`src/rtl/bd8_supervisor_pkg.sv`:
```
// Shared types and helpers for the BubbleDrive8 power supervisor: state codes,
// LED drive modes and counter-width helpers.
package bd8_supervisor_pkg;

    typedef enum logic [2:0] {
        ST_RESET     = 3'd0,
        ST_SETTLE    = 3'd1,
        ST_EVAL      = 3'd2,
        ST_EMU       = 3'd3,
        ST_MPSSE     = 3'd4,
        ST_ERR_MRST  = 3'd5,
        ST_ERR_AMBIG = 3'd6
    } state_e;

    typedef enum logic [2:0] {
        LED_OFF,
        LED_ON,
        LED_BLINK,
        LED_BLINK_INV,
        LED_PASS
    } led_mode_e;

    typedef struct packed {
        led_mode_e pwrok;
        led_mode_e standby;
        led_mode_e delaying;
    } led_cfg_t;

    // Bits needed to hold the values 0..n-1 (at least one bit).
    function automatic int cnt_width(input int n);
        return (n <= 2) ? 1 : $clog2(n);
    endfunction

    function automatic int imax(input int a, input int b);
        return (a > b) ? a : b;
    endfunction

    function automatic led_cfg_t led_cfg(input logic [2:0] st);
        led_cfg_t c;
        c = '{pwrok: LED_OFF, standby: LED_OFF, delaying: LED_OFF};
        case (st)
            ST_SETTLE:    c.pwrok = LED_BLINK;
            ST_EMU:       begin c.pwrok = LED_ON;    c.delaying = LED_PASS;     end
            ST_MPSSE:     begin c.pwrok = LED_ON;    c.standby  = LED_BLINK;    end
            ST_ERR_MRST:  begin c.pwrok = LED_BLINK; c.standby  = LED_BLINK;    end
            ST_ERR_AMBIG: begin c.pwrok = LED_BLINK; c.standby  = LED_BLINK_INV; end
            default:      c = '{pwrok: LED_OFF, standby: LED_OFF, delaying: LED_OFF};
        endcase
        return c;
    endfunction

    // Active-low LED level for a given mode.
    function automatic logic led_drive(input led_mode_e m, input logic blink, input logic pass);
        case (m)
            LED_ON:        return 1'b0;
            LED_BLINK:     return blink;
            LED_BLINK_INV: return ~blink;
            LED_PASS:      return pass;
            default:       return 1'b1;
        endcase
    endfunction

endpackage

```
`src/rtl/bd8_debounce.sv`:
```
// Two-flop synchroniser followed by an independent debounce counter per bit;
// a bit's output follows its input after DEBOUNCE_CYCLES stable differing samples.
module bd8_debounce
    import bd8_supervisor_pkg::*;
#(
    parameter int                DEBOUNCE_CYCLES = 16,
    parameter int                WIDTH           = 2,
    parameter logic [WIDTH-1:0]  RST_VAL         = '1
) (
    input  logic             clk,
    input  logic             rst,
    input  logic [WIDTH-1:0] din,
    output logic [WIDTH-1:0] dout
);

    localparam int CW = cnt_width(DEBOUNCE_CYCLES);

    logic [WIDTH-1:0]         sync1_q, sync2_q;
    logic [WIDTH-1:0]         deb_q, deb_d;
    logic [WIDTH-1:0][CW-1:0] cnt_q, cnt_d;

    always_comb begin
        // NOTE: every always_comb output gets a default first so no path infers a latch.
        deb_d = deb_q;
        cnt_d = '0;
        for (int i = 0; i < WIDTH; i++) begin
            if (sync2_q[i] != deb_q[i]) begin
                if (cnt_q[i] == CW'(DEBOUNCE_CYCLES - 1)) begin
                    deb_d[i] = sync2_q[i];
                end else begin
                    cnt_d[i] = cnt_q[i] + CW'(1);
                end
            end
        end
    end

    // Synchronisers reset to the debounced value so reset exit sees no false edge.
    always_ff @(posedge clk or posedge rst) begin
        if (rst) begin
            // NOTE: sequential state uses non-blocking assignments so all flops update together.
            sync1_q <= RST_VAL;
            sync2_q <= RST_VAL;
            deb_q   <= RST_VAL;
            cnt_q   <= '0;
        end else begin
            sync1_q <= din;
            sync2_q <= sync1_q;
            deb_q   <= deb_d;
            cnt_q   <= cnt_d;
        end
    end

    assign dout = deb_q;

endmodule

```
`src/rtl/bd8_power_supervisor.sv`:
```
// Power-mode supervisor: debounces {PWRSTAT, MRST}, selects EMU/MPSSE/error mode,
// drives the sub-core enables and LEDs. Define BD8_SUPERVISOR_RETRY_EN for error auto-retry.
module bd8_power_supervisor
    import bd8_supervisor_pkg::*;
#(
    parameter int BLINK_DIV       = 8192,
    parameter int SETTLE_TICKS    = 4,
    parameter int DEBOUNCE_CYCLES = 16,
    parameter int SETW            = 10,
    parameter int RETRY_TICKS     = 64
) (
    input  logic            MCLK,
    input  logic            RST,
    input  logic            PWRSTAT,
    input  logic            MRST,
    input  logic [SETW-1:0] SETTINGS_IN,
    input  logic            nDELAYING,
    output logic [SETW-1:0] SETTINGS,
    output logic            nEMUEN,
    output logic            nTEMPEN,
    output logic            nFIFOEN,
    output logic            nMPSSEEN,
    output logic            nLED_PWROK,
    output logic            nLED_STANDBY,
    output logic            nLED_DELAYING,
    output logic [2:0]      STATE
);

    localparam int BW       = cnt_width(BLINK_DIV);
    localparam int TICK_SAT = imax(SETTLE_TICKS, RETRY_TICKS);
    localparam int TW       = cnt_width(TICK_SAT + 1);

    logic [1:0]      pair_q;
    logic [2:0]      state_q, state_d;
    logic [BW-1:0]   blink_cnt_q, blink_cnt_d;
    logic            blink_q, blink_d;
    logic [TW-1:0]   tick_cnt_q, tick_cnt_d;
    logic [SETW-1:0] settings_q, settings_d;
    logic [3:0]      en_q, en_d;
    logic [2:0]      led_q, led_d;
    logic            blink_run;
    logic            tick;
    led_cfg_t        cfg;

    bd8_debounce #(
        .DEBOUNCE_CYCLES (DEBOUNCE_CYCLES),
        .WIDTH           (2),
        .RST_VAL         (2'b11)
    ) u_debounce (
        .clk  (MCLK),
        .rst  (RST),
        .din  ({PWRSTAT, MRST}),
        .dout (pair_q)
    );

    always_comb begin
        blink_run = (state_q == ST_SETTLE) || (state_q == ST_MPSSE) ||
                    (state_q == ST_ERR_MRST) || (state_q == ST_ERR_AMBIG);
        tick      = blink_run && (blink_cnt_q == BW'(BLINK_DIV - 1));

        blink_cnt_d = '0;
        blink_d     = 1'b1;
        tick_cnt_d  = '0;
        if (blink_run) begin
            blink_cnt_d = tick ? '0 : blink_cnt_q + BW'(1);
            blink_d     = tick ? ~blink_q : blink_q;
            tick_cnt_d  = (tick && tick_cnt_q != TW'(TICK_SAT)) ? tick_cnt_q + TW'(1) : tick_cnt_q;
        end
    end

    always_comb begin
        state_d    = state_q;
        settings_d = settings_q;
        case (state_q)
            ST_RESET: begin
                settings_d = ~SETTINGS_IN;
                state_d    = ST_SETTLE;
            end
            ST_SETTLE: begin
                if (tick && tick_cnt_q == TW'(SETTLE_TICKS - 1)) state_d = ST_EVAL;
            end
            ST_EVAL: begin
                case (pair_q)
                    2'b00:   state_d = ST_EMU;
                    2'b01:   state_d = ST_ERR_MRST;
                    2'b10:   state_d = ST_ERR_AMBIG;
                    default: state_d = ST_MPSSE;
                endcase
            end
            ST_EMU:   if (pair_q != 2'b00) state_d = ST_RESET;
            ST_MPSSE: if (pair_q != 2'b11) state_d = ST_RESET;
            ST_ERR_MRST: begin
                if (!pair_q[0]) state_d = ST_RESET;
`ifdef BD8_SUPERVISOR_RETRY_EN
                else if (tick && tick_cnt_q == TW'(RETRY_TICKS - 1)) state_d = ST_RESET;
`endif
            end
            ST_ERR_AMBIG: begin
                if (pair_q != 2'b10) state_d = ST_RESET;
`ifdef BD8_SUPERVISOR_RETRY_EN
                else if (tick && tick_cnt_q == TW'(RETRY_TICKS - 1)) state_d = ST_RESET;
`endif
            end
            default: state_d = ST_RESET;
        endcase
    end

    // Enables and LEDs are registered from the current state, one cycle behind it.
    always_comb begin
        case (state_q)
            ST_EMU:   en_d = 4'b0001;
            ST_MPSSE: en_d = 4'b1110;
            default:  en_d = 4'b1111;
        endcase
        cfg   = led_cfg(state_q);
        led_d = {led_drive(cfg.pwrok,    blink_q, 1'b1),
                 led_drive(cfg.standby,  blink_q, 1'b1),
                 led_drive(cfg.delaying, blink_q, nDELAYING)};
    end

    always_ff @(posedge MCLK or posedge RST) begin
        if (RST) begin
            state_q     <= ST_RESET;
            blink_cnt_q <= '0;
            blink_q     <= 1'b1;
            tick_cnt_q  <= '0;
            settings_q  <= '0;
            en_q        <= 4'b1111;
            led_q       <= 3'b111;
        end else begin
            state_q     <= state_d;
            blink_cnt_q <= blink_cnt_d;
            blink_q     <= blink_d;
            tick_cnt_q  <= tick_cnt_d;
            settings_q  <= settings_d;
            en_q        <= en_d;
            led_q       <= led_d;
        end
    end

    assign SETTINGS = settings_q;
    assign {nEMUEN, nTEMPEN, nFIFOEN, nMPSSEEN} = en_q;
    assign {nLED_PWROK, nLED_STANDBY, nLED_DELAYING} = led_q;
    assign STATE = state_q;

endmodule

```
`config.mk`:
```
export PLATFORM = sky130hd
export DESIGN_NAME = bd8_power_supervisor
export DESIGN_NICKNAME = d
export VERILOG_FILES = /design/src/rtl/bd8_supervisor_pkg.sv /design/src/rtl/bd8_debounce.sv /design/src/rtl/bd8_power_supervisor.sv
export SDC_FILE = /design/constraint.sdc
export NUM_CORES = 1
export LEC_CHECK = 0
export ABC_AREA = 1
export CAP_MARGIN = 20
export CELL_PAD_IN_SITES_DETAIL_PLACEMENT = 1
export CELL_PAD_IN_SITES_GLOBAL_PLACEMENT = 2
export CORE_MARGIN = 4
export CORE_UTILIZATION = 30
export DETAILED_ROUTE_END_ITERATION = 12
export PLACE_DENSITY_LB_ADDON = 0.12
export SKIP_LAST_GASP = 1
export SLEW_MARGIN = 5
export SYNTH_ARGS = -nofsm -noshare
export SYNTH_HDL_FRONTEND = slang
export SYNTH_SLANG_ARGS = --single-unit
```
`constraint.sdc`:
```
create_clock -name MCLK -period 1.7 [get_ports MCLK]
set_input_delay 0.51 -clock MCLK [delete_from_list [all_inputs] [get_ports MCLK]]
set_output_delay 0.51 -clock MCLK [all_outputs]
set_load 0.1 [all_outputs]
```
==> metrics.md, run 1 <==
| Metric | Value |
|---|---|
| Register area share after synthesis | `55.5%` |
| Remaining DRCs | `0` |
| CTS buffer count | `5` |
| Maximum fanout along the worst path | `3` |
| Max stage delay on crit path | `0.67 ns` |
| DP HPWL | `3.78 mm` |
| GPL Wtd Cong | `0.745` |
| Final setup viols | `0` |
| Die X | `97.7 um` |
| GRT Total Usage | `11.6%` |
| Post-CTS resize count | `0` |
| #FFs+latches synth | `53` |
| Initial core utilization | `31.1%` |
| Slew Limit Fails | `0` |
| RSZ-0062 raised after global routing | `false` |
| Syn_area_per_cell | `slightly above 9 um2` |
| Mean routed wirelength per cell | `12.5 um` |
| CP Launch Point | `en_q[2]` |
| Top cell type's share of synthesized area | `between 40% and 50%` |
| Vias in the first global route | `1919` |
| CP endpoint kind | `primary output` |
| Yosys top cell by area | `dfrtp_1` |
| Global-route wire length before repair | `slightly above 9 mm` |
| Hold EP | `u_debounce.sync2_q[0]` |
| Initial antenna violation count | `0` |
| Clock Latency Late Sink | `0.31 ns` |
| Worst R2R Path Depth | `9` |
| Vias post-DR | `1814` |
| Overflow after GRT | `0` |
| Netlist Area Pre-Place | `around 2400 um2` |
| Fraction of layout cells with a size suffix above 1 | `roughly a fifth` |
| Fin crit share | `97.9%` |
| # IOs | `35` |
| Vias per cell | `4.47` |
| Final worst path period need | `1.66 ns` |
| Clock Path Buffers | `2` |
| TNS Setup | `0 ns` |
| FMAX | `601 MHz` |
| Final WL | `between 5 and 6 mm` |
| VDD IR-drop max | `0.000302 V` |
| Rows | `32` |
| Cell family with most CP delay | `flip-flops` |
| Nets | `323` |
| CP startpoint kind | `register` |
| Hold path depth | `0` |
| Clock Sinks | `53` |
| Netlist cell types | `29` |
| R2r setup slk | `0.17 ns` |
| Reg2reg start | `blink_cnt_q[0]` |
| Worst EP arrival | `1.15 ns` |
| Static leakage | `between 1 and 1.5 nW` |
| Slew at the pin closest to its max-slew limit | `just under 0.3 ns` |
| Clock Tree Root | `clkbuf_8` |
| Synth warn | `0` |
| H-tree Lvls | `2` |
| Post-synthesis cell count | `262` |
| Number of diodes | `0` |
| Bufs and invs on worst path | `1` |
| Startpoint of the worst hold path | `u_debounce.sync1_q[0]` |
| Core box area | `7770 um2` |
| Number of setup buffers added after CTS | `0` |
| Syn-to-layout area delta | `33.9%` |
| WS Path Type | `reg2out` |
| Final hold vios | `0` |
| Clk slew on worst S/H paths | `0.09 ns` |
| Area contributors post-synth | `dfrtp_1, dfstp_2, nand2_1` |
| Routed Antenna Nets | `0` |
| Drt pass-1 iters | `4` |
| Die Ht | `~100 um` |
| Die ar. | `9550 um2` |
| RR Endpoint | `tick_cnt_q[3]` |
| Post-Syn Nets | `approximately 280` |
| Largest net degree at the start of global routing | `54` |
| 1st-iter DRT viols | `58` |
| Clk_skew | `0.00887 ns` |
| PD cells | `between 700 and 800 nW/um2` |
| Crit-path cells | `buf_12` |
| Number of port buffers | `34` |
| MaxCap Viol Count | `0` |
| CTS tree | `built` |
| CP required | `1.19 ns` |
| CTS Hold Bufs | `0` |
| CP max stage cell | `dfstp_4` |
| Status | `completed` |
| Hold Slack | `0.361 ns` |
| Slew HR | `80.1%` |
| Type of the tightest min-delay check | `reg2reg` |
cells in the final DEF, fill, tap and decap left out, types with 2 or more instances in the layout:
cell type        count
nand3_1             16
dfstp_2             11
o21ai_1              4
clkdlybuf4s50_1     14
o21ai_0             18
clkbuf_8             6
o22ai_1              4
nor3_1               2
nand2_4              3
nand2_2              3
nand2_1             49
dfrtp_1             38
nor2_1              39
inv_2                3
xor2_1               6
clkinvlp_4           2
nor2_4               3
ha_1                 5
buf_4                3
inv_1               26
a21oi_1              7
nand4_1              2
buf_12              21
xnor2_1              6
dfrtp_2              3
metrics by stage:
| step | area (um2) | power, W | cells | utilization, % | setup slack, ns |
|---|---|---|---|---|---|
| 2_1_floorplan | 2430 | 0.00147 | 262 | - | 0.0737 |
| 3_3_place_gp | 3120 | 0.00159 | 398 | 40.1 | 0.218 |
| 3_5_place_dp | 3120 | 0.00159 | 398 | 40.1 | 0.172 |
| 4_1_cts | 3240 | 0.00251 | 406 | 41.7 | 0.0187 |
| 5_1_grt | 3240 | 0.00258 | 406 | 41.7 | 0.00724 |
| 6_report | 3240 | 0.00246 | 406 | 41.7 | 0.0360 |
routing by layer:
layer  track usage (%)  up-vias  wire length [um]
met5                 0        -                 0
met4              3.51        0                70
met3              3.29        7               199
met2              18.3       25              2370
met1              15.5      867              2450
li1                  -      915                 -
cell usage after synthesis:
cell type and count:
nand2_1 49, dfrtp_1 41, nor2_1 39, inv_1 27
o21ai_0 18, nand3_1 16, dfstp_2 12, a21oi_1 7
xnor2_1 6, xor2_1 6, ha_1 5, o21ai_1 4
o22ai_1 4, inv_2 3, nand2_2 3, nand2_4 3
nor2_4 3, buf_4 2, clkbuf_1 2, nand4_1 2
nor3_1 2, nand3_4 1, nor2_8 1, nor3_2 1
nor3b_1 1, nor4_1 1, o211ai_1 1, o21a_1 1
or2_2 1
where the power goes:
group | internal [W] | switching, W
combinational | 0.0000970 | 0.000144
sequential | 0.00129 | 0.0000238
clock | 0.000479 | 0.000427
total | 0.00187 | 0.000595
worst max-delay path by stage:
stage               endpoint  slack (ns)  cells after the start
2_1_floorplan        nFIFOEN        0.07                      1
3_3_place_gp   tick_cnt_q[4]        0.22                      8
3_5_place_dp   tick_cnt_q[6]        0.17                      8
4_1_cts              nFIFOEN        0.02                      1
5_1_grt              nFIFOEN       0.007                      1
6_report             nFIFOEN        0.04                      1
registers in the layout, indices dropped and copies added (netlist names):
name / count
blink_cnt_q: 13
SETTINGS: 10
u_debounce.cnt_q: 8
tick_cnt_q: 7
STATE: 3
led_q: 3
en_q: 2
u_debounce.dout: 2
u_debounce.sync1_q: 2
u_debounce.sync2_q: 2
blink_q: 1
cell type report:
cell class                      instances  area [um2]
Fill cell                             905        4530
Sequential cell                        53        1350
Multi-Input combinational cell        175         940
Timing Repair Buffer                   38         583
Tap cell                              102         128
Inverter                               30         116
Clock buffer                            6        82.6
Clock inverter                          2        37.5
kinds of logic (layout without fill, tap and decap cells):
kind of cell,count (synthesis),in the layout,synth area share (%)
buffers and inverters,34,76,5.59
AOI/OAI and AO/OA,35,35,7.66
DFF,53,53,55.5
adders and majority gates,5,5,2.59
and+or+nand+nor,123,123,24.3
xor gates and xnor gates,12,12,4.35
(Power assumes the default switching activity.)
==> inputs of run 2 (changes only) <==
CTS_CLUSTER_SIZE = 40   (was not set)
==> results of run 2 <==
Final layout, timing and power as in run 1 (identical DEF).
